[src/rtl/acc_sched.sv]
// acc_sched: sequencer for the per-column 32-bit psum accumulation FIFO bank.
// Ports:
//   clk, rst        - clock and async active-high reset
//   start_i         - tile start, taken only when idle
//   psum_en_i       - column-0 psum valid from the SA
//   acc_en_o        - per-column accumulate select (0 preload, 1 add)
//   fifo_clr_o      - per-column FIFO pointer clear pulse
//   drain_rd_o      - FIFO read enable during drain (all bits equal)
//   ofmap_valid_o   - ofmap word valid to GLB
//   ofmap_ready_i   - GLB ready
//   pass_idx_o      - current pass index
//   busy_o, done_o  - activity flag and completion pulse
//   err_o           - sticky protocol error
module acc_sched #(
  parameter int PE_SIZE  = 4,
  parameter int COL_NUM  = 70,
  parameter int PASS_NUM = 74,
  parameter int CNT_W    = 8
) (
  input  logic               clk,
  input  logic               rst,
  input  logic               start_i,
  input  logic               psum_en_i,
  output logic [PE_SIZE-1:0] acc_en_o,
  output logic [PE_SIZE-1:0] fifo_clr_o,
  output logic [PE_SIZE-1:0] drain_rd_o,
  output logic               ofmap_valid_o,
  input  logic               ofmap_ready_i,
  output logic [CNT_W-1:0]   pass_idx_o,
  output logic               busy_o,
  output logic               done_o,
  output logic               err_o
);

  localparam logic [CNT_W-1:0] COL_LAST  = CNT_W'(COL_NUM - 1);
  localparam logic [CNT_W-1:0] PASS_LAST = CNT_W'(PASS_NUM - 1);
  localparam logic [CNT_W-1:0] SET_LAST  = CNT_W'(PE_SIZE - 1);
  localparam logic [CNT_W-1:0] COL_CNT   = CNT_W'(COL_NUM);

  typedef enum logic [2:0] {
    IDLE, PRELOAD, ACCUM, SETTLE, DRAIN, DONE
  } state_t;

  state_t state, state_nxt;

  // beat doubles as settle timer and drain read counter
  logic [CNT_W-1:0]   beat, pass;
  logic [PE_SIZE-2:0] acc_sh, clr_sh;
  logic acc_base, clr_base;
  logic rd, hs, feed, err_set;
  logic beat_last, pass_last;

  always_ff @(posedge clk or posedge rst) begin
    if (rst) state <= IDLE;
    else     state <= state_nxt;
  end

  always_comb begin
    state_nxt = state;
    acc_base  = 1'b0;
    clr_base  = 1'b0;
    rd        = 1'b0;
    feed      = 1'b0;
    err_set   = 1'b0;
    beat_last = (beat == COL_LAST);
    pass_last = (pass == PASS_LAST);
    hs        = ofmap_valid_o & ofmap_ready_i;
    unique case (state)
      IDLE: begin
        // gated so every output reads 0 while reset is held
        clr_base = start_i & ~rst;
        err_set  = psum_en_i;
        if (start_i) state_nxt = PRELOAD;
      end
      PRELOAD, ACCUM: begin
        acc_base = (state == ACCUM);
        feed     = psum_en_i;
        err_set  = start_i;
        if (psum_en_i && beat_last) begin
          if (pass_last) state_nxt = SETTLE;
          else           state_nxt = ACCUM;
        end
      end
      SETTLE: begin
        // hold the select of the final pass
        acc_base = (PASS_NUM > 1);
        err_set  = start_i | psum_en_i;
        if (beat == SET_LAST) state_nxt = DRAIN;
      end
      DRAIN: begin
        rd      = (beat < COL_CNT) & (~ofmap_valid_o | ofmap_ready_i);
        err_set = start_i | psum_en_i;
        if (hs && !rd && beat == COL_CNT)
          state_nxt = DONE;
      end
      DONE: begin
        clr_base  = 1'b1;
        err_set   = start_i | psum_en_i;
        state_nxt = IDLE;
      end
      default: state_nxt = IDLE;
    endcase
  end

  always_ff @(posedge clk or posedge rst) begin
    if (rst) begin
      beat          <= '0;
      pass          <= '0;
      acc_sh        <= '0;
      clr_sh        <= '0;
      ofmap_valid_o <= 1'b0;
      err_o         <= 1'b0;
    end else begin
      acc_sh <= acc_en_o[PE_SIZE-2:0];
      clr_sh <= fifo_clr_o[PE_SIZE-2:0];
      if (err_set)
        err_o <= 1'b1;
      else if (state == IDLE && start_i)
        err_o <= 1'b0;
      unique case (state)
        IDLE: begin
          if (start_i) begin
            beat <= '0;
            pass <= '0;
          end
        end
        PRELOAD, ACCUM: begin
          if (feed) begin
            if (beat_last) begin
              beat <= '0;
              pass <= pass + 1'b1;
            end else begin
              beat <= beat + 1'b1;
            end
          end
        end
        SETTLE: begin
          if (beat == SET_LAST) beat <= '0;
          else                  beat <= beat + 1'b1;
        end
        DRAIN: begin
          if (rd) beat <= beat + 1'b1;
        end
        default: ;
      endcase
      // FIFO read latency is one cycle; rdata holds while unread
      if (rd)      ofmap_valid_o <= 1'b1;
      else if (hs) ofmap_valid_o <= 1'b0;
    end
  end

  // column j sees the column-0 control j cycles later
  assign acc_en_o   = {acc_sh, acc_base};
  assign fifo_clr_o = {clr_sh, clr_base};
  assign drain_rd_o = {PE_SIZE{rd}};
  assign pass_idx_o = pass;
  assign busy_o     = (state != IDLE);
  assign done_o     = (state == DONE);

endmodule

[config.mk]
export PLATFORM = sky130hd
export DESIGN_NAME = acc_sched
export DESIGN_NICKNAME = d
export VERILOG_FILES = /design/src/rtl/acc_sched.sv
export SDC_FILE = /design/constraint.sdc
export NUM_CORES = 1
export LEC_CHECK = 0
export ABC_AREA = 1
export CAP_MARGIN = 5
export CORE_MARGIN = 2
export CORE_UTILIZATION = 60
export CTS_BUF_LIST = sky130_fd_sc_hd__clkbuf_8
export DETAILED_ROUTE_END_ITERATION = 16
export PLACE_DENSITY_LB_ADDON = 0.05
export SYNTH_ARGS = -nofsm -noshare
export SYNTH_HDL_FRONTEND = slang
export SYNTH_SLANG_ARGS = --single-unit
[constraint.sdc]
create_clock -name clk -period 3.9 [get_ports clk]
set_clock_uncertainty 0.05 [all_clocks]
set_input_delay 0.78 -clock clk [delete_from_list [all_inputs] [get_ports clk]]
set_output_delay 0.78 -clock clk [all_outputs]
set_load 0.05 [all_outputs]
After elaboration in Yosys (flattened, before gate mapping)
Index checks and enable logic that the tools add are counted.
{ "word_totals": {"ff_bits": 27, "latch_bits": 0, "ramBits": 0, "rom_bits": 0, "in_bits": 5, "out_inout_bits": 24, "elab_cells": 73, "n_memories": 0} }
{ "classes": {"add_sub_neg": 2, "multipliers": 0, "n_div": 0, "magnitude_cmp": 1, "n_eq_ne": 16, "shifts": 0, "n_mux": 24, "bitwise": 7, "reduce_logical": 16} }
{ "op_table": {"columns": ["operator", "n"], "rows": [
  ["2-to-1 mux 8 bit", 7],
  ["one-hot mux 8 bit (4 select lines)", 1],
  ["== test 8 x 7 -> 1 bit, second input constant", 3],
  ["adder 8 x 1 -> 8 bit, second input constant", 2],
  ["one-hot mux 8 bit (2 select lines)", 1],
  ["inequality test 2 bit, second input constant", 7],
  ["2-to-1 mux 3 bit", 4],
  ["one-hot mux 3 bit (4 select lines)", 1],
  ["AND reduction 4 bit", 3],
  ["== test 8 x 2 -> 1 bit, second input constant", 1],
  ["less-than comparator 8 x 7 -> 1 bit, second input constant", 1],
  ["2-to-1 mux 1 bit", 7],
  ["== test 3 x 2 -> 1 bit, second input constant", 2],
  ["== test 3 bit, second input constant", 2],
  ["nonzero test 2 bit", 3],
  ["logical AND 1 bit", 4],
  ["one-hot mux 1 bit (2 select lines)", 2],
  ["nonzero test 4 bit", 1],
  ["AND 1 bit", 3],
  ["== test 3 x 1 -> 1 bit, second input constant", 1],
  ["logical NOT 3 bit", 1],
  ["one-hot mux 1 bit (3 select lines)", 1],
  ["nonzero test 3 bit", 1],
  ["OR reduction 3 bit", 1],
  ["other kinds (4)", 6]
]} }

Depth between registers and ports, before layout
{ "depth": {"depth_word": 8, "mapped_depth": 11, "ltp_nobuf": 11} }

Worst setup path after synthesis
OpenSTA, ideal clock, no wires.
{ "synth_path": {"path_kind": "input port to output port", "startpoint": "in ofmap_ready_i", "endpoint": "out drain_rd_o[0]", "t_arrival_ns": 1.452, "required_time_ns": 3.070, "slack_ns": 1.618, "path_stages": 5, "path_buffers": 1, "cell_sequence": "nor2_1 -> nor2_1 -> nand2_1 -> nor2_1 -> buf_4"} }
{ "synth_via": {"elab_chain_len": 3} }
{ "synth_rtl": {"columns": ["item", "line", "text"], "rows": [
  ["from (decl)", "28", "input logic ofmap_ready_i,"],
  ["bitwise OR 1 bit", "91", "rd = (beat < COL_CNT) & (~ofmap_valid_o | ofmap_ready_i);"],
  ["AND 1 bit", "91", null],
  ["2-to-1 mux 1 bit", "68", "unique case (state)"],
  ["to (decl)", "26", "output logic [PE_SIZE-1:0] drain_rd_o,"]
]} }
Every way passes these cells.

Worst setup path after layout
{ "layout_path": {"startpoint": "in ofmap_ready_i", "endpoint": "out drain_rd_o[2]"} }
The elaborated chain is that of the path after synthesis.

==> out/metrics.yaml <==
grt:
  grt_usage_pct: 24.88
  antenna_found_initial: 0
  grt_pass1_vias: 1472
  grt_first_pass_wirelength_um: 6610
  grt_start_max_net_pins: 28
  grt_remaining_overflow: 0
power:
  peakVddDrop_v: 0.0004871
  powerDensity_nw_per_um2: 803.1
  p_leak_nw: 1.079
  total_power_mw: 1.684
floorplan:
  die_y_um: 58.71
  core-area_sq_um: 2805
  die_w_um: 58.71
  pin_count: 29
  fp.dieArea_sq_um: 3446
  start_util_pct: 64.01
  num_rows: 19
setup_path:
  crit_arrival_ps: 2730
  r2r-start: "state[2]"
  cp_slowest_cell: "clkdlybuf4s50_1"
  crit_chain: "clkdlybuf4s50_1 > nor2_1 > nor2_1 > nand2_1 > nor2_1 > clkdlybuf4s50_1"
  r2r-end: "pass_idx_o[1]"
  worstSetupEndpointType: "output port"
  start_kind: "input pin"
  crit_top_cell: "nor2_1"
  critPathRequiredTime_ps: 3070
  regToRegSetupSlack_ps: 2070
  cp-startpoint: "ofmap_ready_i"
  reg2regPathDepth: 10
  critPathKind: "input pin to output port"
  slowest_delay_ps: 880
  worstPathMaxFanout: 5
  endpoint: "drain_rd_o[2]"
clocking:
  cts_resized: 0
  cts.reportedPaths.clkPinSlew_ps: 100
  cts_hold_buf: 0
  cts_root_buffer: "clkbuf_8"
  numCtsBuffers: 3
  cts_sinks: 27
  htreeDepth: 1
  cts_buffer_depth: 2
  tritoncts: "done"
  clkLatencyLatePin_ps: 280
  cts_setup_buffers: 0
outcome:
  status: "complete, but fails checks"
  violations: "DRC"
sta:
  tns_ps: 0
  fin_crit_ps: 3564
  fmax_mhz: 280.6
  hold_slack_ps: 337.4
  rsz0062_at_grt: "no"
  setup_viol: 0
  fin_crit_sh_pct: 91.39
  hold_violations: 0
  drv_slew: 0
  relSlewSlack_pct: 35.33
  tightest_slew_ps: 968.9
yosys:
  seq_area_frac_synth_pct: 37.63
  ys_seq_elements: 27
  syn_avg_cell_area_sq_um: 7.097
  yosysWarnings: 0
  ys_types: 27
  synthCells: 253
  syn_nets: 263
  synth_area_sq_um: 1795
drt:
  drt-initial-drc-count: 73
  avgViaCountPerCell: 5.430
  wl_per_cell_um: 12.61
  vias: 1667
  remaining_drc_errors: 3
  antenna_left: 0
  drt-pass1-iter-count: 10
  drt-total-wl_um: 3871
final_layout:
  mostFrequentLayoutCells: "85 x nand2_1, 28 x clkdlybuf4s50_1, 27 x nor2_1, 27 x dfrtp_1, 26 x inv_1"
  nets: 287
  layout_commonest_cell: "nand2_1"
  synthToLayoutAreaGrowth_pct: 16.79
  final.fill_count: 224
  drive_above_1_share_pct: 9.783
  antennaDiodeCount: 0
hold_path:
  min_from: "acc_sh[0]"
  hold_class: "flip-flop to flip-flop"
job:
  cap_viol_max_count: 0
placement:
  gp_congestion: 0.8771
  io_buffers: 28
  hpwl_um: 2883
==> area by class of cell <==
type                    count  area (sq um)  share of cell area [%]
multi-input cells         185         930.9                   44.39
inverters                  32         122.6                   5.847
well taps                  31         38.79                   1.850
repair buffers             28         280.3                   13.37
flip-flops and latches     27         675.6                   32.22
clock inverters             1         7.507                  0.3580
clock buffers               3         41.29                   1.969
==> critical path, delay by kind of cell <==
| kind | cells | cell delay (ps) |
|---|---|---|
| buf+inv | 2 | 1400 |
| simple gates | 4 | 550 |
==> registers in the layout, indices dropped and copies added, names as in the netlist <==
name / count
beat: 8
pass_idx_o: 8
acc_sh: 3
clr_sh: 3
state: 3
err_o: 1
ofmap_valid_o: 1
==> Yosys cell counts <==
| cell | count | area (sq um) |
|---|---|---|
| buf_4 | 6 | 45.04 |
| xor2_1 | 7 | 61.31 |
| nand2_1 | 85 | 319.1 |
| a31oi_1 | 1 | 6.260 |
| nor2_1 | 27 | 101.4 |
| o22ai_1 | 3 | 18.77 |
| o21ai_2 | 3 | 26.28 |
| nor2_4 | 1 | 11.26 |
| nand2_4 | 3 | 33.78 |
| inv_2 | 5 | 18.77 |
| buf_2 | 2 | 10.01 |
| dfrtp_1 | 27 | 675.7 |
| nand2_2 | 3 | 18.77 |
| o21ai_0 | 4 | 20.02 |
| nand4_1 | 8 | 50.05 |
| nor3_1 | 3 | 15.01 |
| a21oi_1 | 1 | 5.000 |
| nand3_1 | 19 | 95.09 |
| inv_4 | 1 | 6.260 |
| nand3b_1 | 1 | 7.510 |
| nor2_2 | 6 | 37.54 |
| o2111ai_1 | 1 | 8.760 |
| o211ai_1 | 3 | 22.52 |
| inv_1 | 26 | 97.59 |
| ha_1 | 5 | 62.56 |
| nand3_2 | 1 | 10.01 |
| buf_6 | 1 | 11.26 |
==> per-stage QoR <==
step / instances / area, sq um / utilization (%) / worst slack, ps
after global placement: 303 / 2048 / 73.02 / 393.1
after detailed placement: 303 / 2048 / 73.02 / 344.2
after floorplan: 253 / 1795 / - / 1618
after CTS: 307 / 2097 / 74.75 / 341.7
final: 307 / 2097 / 74.75 / 335.8
after global routing: 307 / 2097 / 74.75 / 208.1
==> power by group <==
| group | internal (mW) | total (mW) | switching [mW] |
|---|---|---|---|
| logic | 0.312 | 1.07 | 0.761 |
| registers | 0.357 | 0.444 | 0.0866 |
| clock network | 0.0726 | 0.168 | 0.0955 |
==> layer usage <==
| layer | part of all wire (%) | GRT usage, % |
|---|---|---|
| met5 | 0 | 0 |
| met1 | 44 | 35.12 |
| met2 | 48 | 40.77 |
| met4 | 0.93 | 6.494 |
| met3 | 7.1 | 3.077 |
==> worst min path at each step <==
stage	endpoint	slack, ps	depth (start not counted)
2_1_floorplan	state[0]	430	2
3_3_place_gp	clr_sh[1]	310	0
3_5_place_dp	clr_sh[2]	320	0
4_1_cts	clr_sh[2]	340	0
5_1_grt	acc_sh[1]	350	0
6_report	acc_sh[1]	340	0
==> kinds of logic after synthesis <==
group           after synthesis  synth area share, %
compound gates               16                5.993
xor+xnor                      7                3.415
fa+ha+maj                     5                3.484
buf+inv                      41                10.52
flops                        27                37.63
simple gates                157                38.96
Note: power is estimated with default switching activity, not from simulation.
